`config.mk`:
```
export PLATFORM = sky130hd
export DESIGN_NAME = uart_tx_param
export DESIGN_NICKNAME = d
export VERILOG_FILES = /design/src/rtl/uart_pkg.sv /design/src/rtl/uart_baud_gen.sv /design/src/rtl/uart_tx_param.sv
export SDC_FILE = /design/constraint.sdc
export NUM_CORES = 1
export LEC_CHECK = 0
export CAP_MARGIN = 40
export CORE_AREA = 2 2 67 69
export DETAILED_ROUTE_END_ITERATION = 8
export DIE_AREA = 0 0 69 71
export PLACE_DENSITY = 0.61
export SYNTH_ARGS = -nofsm -noshare
export SYNTH_HDL_FRONTEND = slang
export SYNTH_SLANG_ARGS = --single-unit
export TNS_END_PERCENT = 1
```
`constraint.sdc`:
```
create_clock -name clk -period 3 [get_ports clk]
set_input_delay 0.45 -clock clk [delete_from_list [all_inputs] [get_ports clk]]
set_output_delay 0.45 -clock clk [all_outputs]
set_load 0.02 [all_outputs]
```
`src/rtl/uart_pkg.sv`:
```
// uart_pkg: state encoding, parity modes and parity helper shared by the UART blocks
package uart_pkg;
  typedef enum logic [2:0] {
    S_IDLE   = 3'd0,
    S_START  = 3'd1,
    S_DATA   = 3'd2,
    S_PARITY = 3'd3,
    S_STOP   = 3'd4
  } uart_state_e;
  localparam int PARITY_NONE = 0;
  localparam int PARITY_EVEN = 1;
  localparam int PARITY_ODD  = 2;
  // Unused upper bits must be zero; they then leave the reduction unchanged.
  function automatic logic parity_bit(input logic [8:0] d, input int mode);
    return (mode == PARITY_ODD) ? ~^d : ^d;
  endfunction
endpackage

```
`src/rtl/uart_baud_gen.sv`:
```
// uart_baud_gen: CLK_DIV cycle counter with clear/enable producing a one-cycle tick at terminal count
module uart_baud_gen #(
  parameter int CLK_DIV = 868
) (
  input  logic clk,
  input  logic rst,
  input  logic en,
  input  logic clear,
  output logic tick
);
  localparam int CW = $clog2(CLK_DIV);
  logic [CW-1:0] cnt;
  assign tick = en && !clear && (cnt == CW'(CLK_DIV - 1));
  always_ff @(posedge clk) begin
    if (rst || clear) cnt <= '0;
    else if (en) cnt <= tick ? '0 : cnt + CW'(1);
  end
endmodule

```
`src/rtl/uart_tx_param.sv`:
```
// uart_tx_param: parametrised UART transmitter with valid/ready input and internal baud divider
module uart_tx_param
  import uart_pkg::*;
#(
  parameter int CLK_DIV     = 868,
  parameter int DATA_BITS   = 8,
  parameter int PARITY_MODE = 0,
  parameter int STOP_BITS   = 1
) (
  input  logic                 clk,
  input  logic                 rst,
  input  logic                 en,
  input  logic                 in_valid,
  input  logic [DATA_BITS-1:0] in_data,
  output logic                 in_ready,
  output logic                 out,
  output logic                 busy,
  output logic                 done
);
  localparam int IW = $clog2(DATA_BITS);
  if (CLK_DIV < 2 || DATA_BITS < 5 || DATA_BITS > 9 || PARITY_MODE < 0 || PARITY_MODE > 2 ||
      STOP_BITS < 1 || STOP_BITS > 2) begin : g_bad_param
    $error("uart_tx_param: illegal parameter combination");
  end
  uart_state_e state, state_n;
  logic [IW-1:0] idx, idx_n;
  logic [DATA_BITS-1:0] data, data_n;
  logic par, par_n, line_n, tick, rdy_q, xfer;
  assign in_ready = rdy_q && en && !rst;
  assign xfer = in_valid && in_ready;
  // Holding the counter clear while idle makes every start bit a full period.
  uart_baud_gen #(.CLK_DIV(CLK_DIV)) u_baud (
    .clk(clk),
    .rst(rst),
    .en(en),
    .clear(state == S_IDLE),
    .tick(tick)
  );
  always_comb begin
    state_n = state;
    idx_n = idx;
    data_n = data;
    par_n = par;
    done = 1'b0;
    unique case (state)
      S_IDLE: if (xfer) begin
        state_n = S_START;
        data_n = in_data;
        par_n = parity_bit(9'(in_data), PARITY_MODE);
      end
      S_START: if (tick) state_n = S_DATA;
      S_DATA: if (tick) begin
        idx_n = (idx == IW'(DATA_BITS - 1)) ? '0 : idx + IW'(1);
        if (idx == IW'(DATA_BITS - 1)) state_n = (PARITY_MODE != PARITY_NONE) ? S_PARITY : S_STOP;
      end
      S_PARITY: if (tick) state_n = S_STOP;
      S_STOP: if (tick) begin
        idx_n = (idx == IW'(STOP_BITS - 1)) ? '0 : idx + IW'(1);
        if (idx == IW'(STOP_BITS - 1)) begin
          state_n = S_IDLE;
          done = !rst;
        end
      end
      default: state_n = S_IDLE;
    endcase
    // The line is registered from the next state so the pin never glitches.
    line_n = (state_n == S_START) ? 1'b0 :
             (state_n == S_DATA) ? data_n[idx_n] :
             (state_n == S_PARITY) ? par_n : 1'b1;
  end
  always_ff @(posedge clk) begin
    if (rst) begin
      state <= S_IDLE;
      idx <= '0;
      data <= '0;
      par <= 1'b0;
      out <= 1'b1;
      busy <= 1'b0;
      rdy_q <= 1'b0;
    end else begin
      state <= state_n;
      idx <= idx_n;
      data <= data_n;
      par <= par_n;
      out <= line_n;
      busy <= (state_n != S_IDLE);
      rdy_q <= (state_n == S_IDLE);
    end
  end
endmodule
```
== After elaboration in Yosys (flattened, before gate mapping) ==
Index checks and enable logic that the tools add are counted.

* $add $sub $neg: 2
* Order comparisons: 1
* Equal/unequal tests: 9
* Multiplexer cells: 26
* Reduce and logical (&&, ||, !) cells: 13

{| class="wikitable"
|+ Operator list
! kind !! number
|-
| 2-to-1 mux 3 bit || 11
|-
| 2-to-1 mux 8 bit || 2
|-
| case mux 3 bit (5 select lines) || 1
|-
| equality test 3 x 2 -> 1 bit (second input constant) || 4
|-
| adder 10 x 1 -> 10 bit (second input constant) || 1
|-
| equality test 10 bit (second input constant) || 1
|-
| 2-to-1 mux 10 bit || 1
|-
| zero test 3 bit || 3
|-
| 2-to-1 mux 1 bit || 9
|-
| parity 9 bit || 1
|-
| equality test 3 x 1 -> 1 bit (second input constant) || 2
|-
| equality test 3 bit (second input constant) || 2
|-
| case mux 3 bit (2 select lines) || 1
|-
| logical AND 1 bit || 5
|-
| less-than comparator 3 x 4 -> 1 bit (second input constant) || 1
|-
| adder 3 x 1 -> 3 bit (second input constant) || 1
|-
| binary-select mux 1 bit (select 3 bit) || 1
|-
| nonzero test 3 bit || 1
|-
| zero test 1 bit || 2
|-
| logical OR 1 bit || 1
|}

* Bits in registers: 28
* Bits of input ports: 12
* Output and inout bits: 4
* Logic and storage cells: 59

== Depth between registers and ports, before layout ==
* Depth in word-level cells: 10
* Depth in mapped cells: 9
* Gate-level depth less buffers: 9

== Modules after synthesis ==
From an unflattened synthesis, not the netlist that was laid out.

* Cell total of the unflattened synthesis: 191
* Area total of the unflattened synthesis: 1666.6 µm²

{| class="wikitable"
|+ By module, submodules not included
! module !! times used !! cells each !! area each (µm²) !! seq. area each (µm²)
|-
| uart_tx_param || 1 || 139 || 1176.1 || 360.3
|-
| uart_baud_gen || 1 || 52 || 490.5 || 200.2
|}

== Least setup slack after synthesis ==
No wires, ideal clock.

* Path type: input port to flip-flop
* Start: input en
* End: register out
* Setup time: 0.133 ns
* Arrival time: 2.404 ns
* Data required time: 2.867 ns
* Setup slack: 0.463 ns
* Cell stages on the path: 8
* Buffers on the path: 1
* Cell sequence: clkbuf_1 > nand4_1 > or4_4 > o21a_4 > nor2_1 > mux2_2 > a22oi_2 > o211ai_2

* Cells in the longest elaborated chain, start to end: 9
* Elaborated cells on any way between the ends: 26
* Those cells by class: eq/ne (3); mux (18); reduce/logical (5)

{| class="wikitable"
|+ RTL lines
! item !! line !! source
|-
| from (decl) || uart_tx_param.sv:12 || <nowiki>input logic en,</nowiki>
|-
| logical AND 1 bit (2 in a row) || uart_tx_param.sv:29 || <nowiki>assign in_ready = rdy_q && en && !rst;</nowiki>
|-
| logical AND 1 bit || uart_tx_param.sv:30 || <nowiki>assign xfer = in_valid && in_ready;</nowiki>
|-
| 2-to-1 mux 3 bit / 2-to-1 mux 8 bit (equally long branches) || uart_tx_param.sv:46 || <nowiki>S_IDLE: if (xfer) begin</nowiki>
|-
| case mux 3 bit (5 select lines) / 2-to-1 mux 8 bit (equally long branches) || uart_tx_param.sv:45 || <nowiki>unique case (state)</nowiki>
|-
| equality test 3 x 2 -> 1 bit / binary-select mux 1 bit (select 3 bit) (equally long branches) || uart_tx_param.sv:69, uart_tx_param.sv:68 ||
|-
| 2-to-1 mux 1 bit, on equally long branches || uart_tx_param.sv:69, uart_tx_param.sv:68 ||
|-
| 2-to-1 mux 1 bit || uart_tx_param.sv:68 || <nowiki>(state_n == S_DATA) ? data_n[idx_n] :</nowiki>
|-
| 2-to-1 mux 1 bit * || uart_tx_param.sv:67 || <nowiki>line_n = (state_n == S_START) ? 1'b0 :</nowiki>
|-
| to (signal assigned) || uart_tx_param.sv:85 || <nowiki>out <= line_n;</nowiki>
|-
| to (decl) || uart_tx_param.sv:16 || <nowiki>output logic out,</nowiki>
|}

Mark *: on every way between the ends. The rest lies on a longest branch, timed or not. The select of a mux whose other input is x is not followed.
A chain may end at the register's enable or synchronous reset.

== Worst setup path after layout ==
* Start: register u_baud.cnt[0]
* End: output done

* Cells in the longest elaborated chain, start to end: 4

{| class="wikitable"
|+ RTL lines
! item !! line !! source
|-
| from (decl) || uart_baud_gen.sv:12 || <nowiki>logic [CW-1:0] cnt;</nowiki>
|-
| from (signal assigned) || uart_baud_gen.sv:16 || <nowiki>else if (en) cnt <= tick ? '0 : cnt + CW'(1);</nowiki>
|-
| equality test 10 bit || uart_baud_gen.sv:13 || <nowiki>assign tick = en && !clear && (cnt == CW'(CLK_DIV - 1));</nowiki>
|-
| logical AND 1 bit || uart_baud_gen.sv:13 ||
|-
| 2-to-1 mux 1 bit || uart_tx_param.sv:57 || <nowiki>S_STOP: if (tick) begin</nowiki>
|-
| 2-to-1 mux 1 bit || uart_tx_param.sv:45 ||
|-
| to (decl) || uart_tx_param.sv:18 || <nowiki>output logic done</nowiki>
|}

No other way between the ends.

==> results.tsv <==
metric	value	unit
synthesized area	1471	µm²
Power Dens Cells	421.3	nW/µm²
Gate power share	9.0	%
Setup crit start kind	register	
vias in the first global route	1218	
max_slew headroom	52.14	%
Synth warnings	0	
post-synthesis sequential area ratio	38.10	%
Routed WL	2.963	mm
NetSw	0.1528	mW
total track usage	13.17	%
Tot Pwr	0.7448	mW
CP Data Arrival Time	2.41	ns
Area Growth Syn to Fin	20.15	%
Post-synth top flop	dfxtp_1	
initial drt markers	50	
Crit path max-delay family	simple AND/OR/NAND/NOR gates	
crit-path max FO	4	
first-pass GRT wire length	5.209	mm
HPWL after detailed placement	2.278	mm
delay of the slowest critical-path stage	0.64	ns
commonest non-fill, non-tap cell in the layout	dfxtp_1	
vias per cell	4.996	
run status	finished clean	
post-CTS sizing	0	
sw frac	20.52	%
total iterations of the first detailed-routing run	4	
largest net degree at the start of global routing	17	
Seq pwr share	51.0	%
clk_lat worst skew	0.28	ns
wire per inst	12.19	µm
I/O Pins	16	
initial antenna violation count	0	
setup_tns	0	ns
Distinct cells, synth	38	
Worst EP required	2.55	ns
FMAX	350.2	MHz
number of synthesized flops with an enable pin	0	
Worst Tran Pin Value	0.7125	ns
Final period util	95.17	%
endpoints failing setup	0	
full die area	4899	µm²
Period minus WS final	2.855	ns
final core utilization	42.05	%
Final Max Tran Viols	0	
Core Area	4204	µm²
Post-Place Cells	239	
clock share of power	40.0	%
share of cells above drive strength 1	9.948	%
final hold violation count	0	
grt ovf	0	
Mapped Nets	191	
CTS root buf	clkbuf_8	
Mean Syn Cell Area	8.408	µm²
RSZ-0062 raised after global routing	no	
std cell rows	24	
drt drc	0	
most frequent cells in the layout	dfxtp_1 (28), nand2_1 (25), nor2_1 (21)	
Worst-path clk slew	0.10	ns
total CTS buffers	3	
maximum vdd drop	276.9	µV
worst path bufs/invs	1	
Port Buf Inserts	15	
post-route ant nets	0	
floorplan die height	71	µm
Setup Fix Bufs, Post-CTS	0	
internal power	0.5920	mW
Critical Path End Type	output port	
Ant. Diodes	0	
# hold bufs at CTS	0	
Die X	69	µm
GPL Wtd Cong	0.7726	
skew final	0.008172	ns
kind of critical path	register to output port	
vias	1214	
clk buf depth	2	
Final nets	208	
Yosys reg bits	28	
H-tree levels	1	
initial core utilization	35.00	%
CTS tree	done	
Post-synth ARST share	0	%
crit-path cells	ha_1 > nand4_1 > nor4_2 > nand2_1 > nor3_1 > clkdlybuf4s50_1	
Leak	0.6072	nW
Layout Cells excl Fill	243	
Max Cap Viol	0	
CP max stage cell	clkdlybuf4s50_1	
HP Class	register to register	
Gate Count Post-Synth	175	
CTS sink cnt	28	
==> path summary, 6_finish.rpt <==
check / start / endpoint / slack, ns / depth (start not counted)
worst max-delay path: u_baud.cnt[0] / done / 0.14 / 6
worst min-delay path: data[5] / data[5] / 0.46 / 2
worst max register to register: u_baud.cnt[7] / out / 0.27 / 7
worst min register to register: data[5] / data[5] / 0.46 / 2
==> power by group through the flow <==
stage	Combinational (mW)	Sequential (mW)	Clock, mW
floorplan	0.0377	0.389	0
global placement	0.0679	0.388	0
detailed placement	0.0680	0.388	0
CTS	0.0682	0.380	0.310
global route	0.0746	0.381	0.323
finish	0.0672	0.380	0.298
==> Yosys cell counts (2+ instances only) <==
library cell	n	area (µm²)
nor3_1	4	20.02
and3_1	4	25.02
nand4_1	4	25.02
nor2_1	21	78.83
mux2_2	2	22.52
nand3b_1	2	15.01
inv_1	2	7.510
nand3_1	2	10.01
ha_1	4	50.05
xnor2_1	12	105.1
a21oi_1	14	70.07
clkbuf_1	7	26.28
xor2_1	5	43.79
a2bb2o_1	2	20.02
nor2b_1	6	37.54
o21ai_0	4	20.02
o21ai_1	2	10.01
or4_4	3	33.78
nand2b_1	3	18.77
nand2_1	25	93.84
a211o_1	2	17.52
dfxtp_1	28	560.5
and2_1	2	12.51
==> through the flow <==
stage / setup WS [ns] / cell area, µm² / hold slack, ns
global route: 0.02355 / 1768 / 0.4996
finish: 0.1449 / 1768 / 0.4595
global placement: 0.1179 / 1690 / 0.4462
floorplan: 0.4629 / 1471 / 0.4329
detailed placement: 0.08894 / 1690 / 0.4490
CTS: 0.06123 / 1762 / 0.4619
==> kinds of logic after synthesis <==
kind of cell	synth area share (%)
AND/OR/NAND/NOR	29.51
XOR/XNOR	10.12
adder cells (fa/ha/maj)	3.401
flip-flops	38.10
multiplexers	2.211
buffers and inverters	2.296
AO/OA/AOI/OAI	14.37
==> sequential cells by signal, indices dropped and copies added, names as in the netlist <==
name and cells:
busy 1, data 8, idx 3, out 1, par 1, rdy_q 1, state 3, u_baud.cnt 10
==> worst reg2reg max path, stage by stage, from the launching register on <==
cell      delay, ns
dfxtp_1        0.36
or4_4          0.58
or4_4          0.57
o21a_4         0.26
nor2_1         0.19
mux2_2         0.37
a22oi_2        0.17
o211ai_2       0.09
==> routing by layer <==
layer / vias up / global-route usage (%) / part of all wire, %
li1: 633 / - / -
met1: 560 / 15.22 / 48
met2: 19 / 23.61 / 48
met3: 2 / 3.846 / 3.4
met4: 0 / 3.922 / 0.91
met5: - / 0 / 0
==> layout make-up <==
| type | count | area [µm²] |
|---|---|---|
| fillers | 436 | 2436 |
| multi-input cells | 138 | 883.3 |
| flip-flops and latches | 28 | 560.5 |
| repair buffers | 19 | 180.2 |
| well taps | 52 | 65.06 |
| clock buffers | 3 | 41.29 |
| clock inverters | 1 | 30.03 |
| inverters | 2 | 7.507 |
No activity file was read; power rests on OpenSTA's default activity.
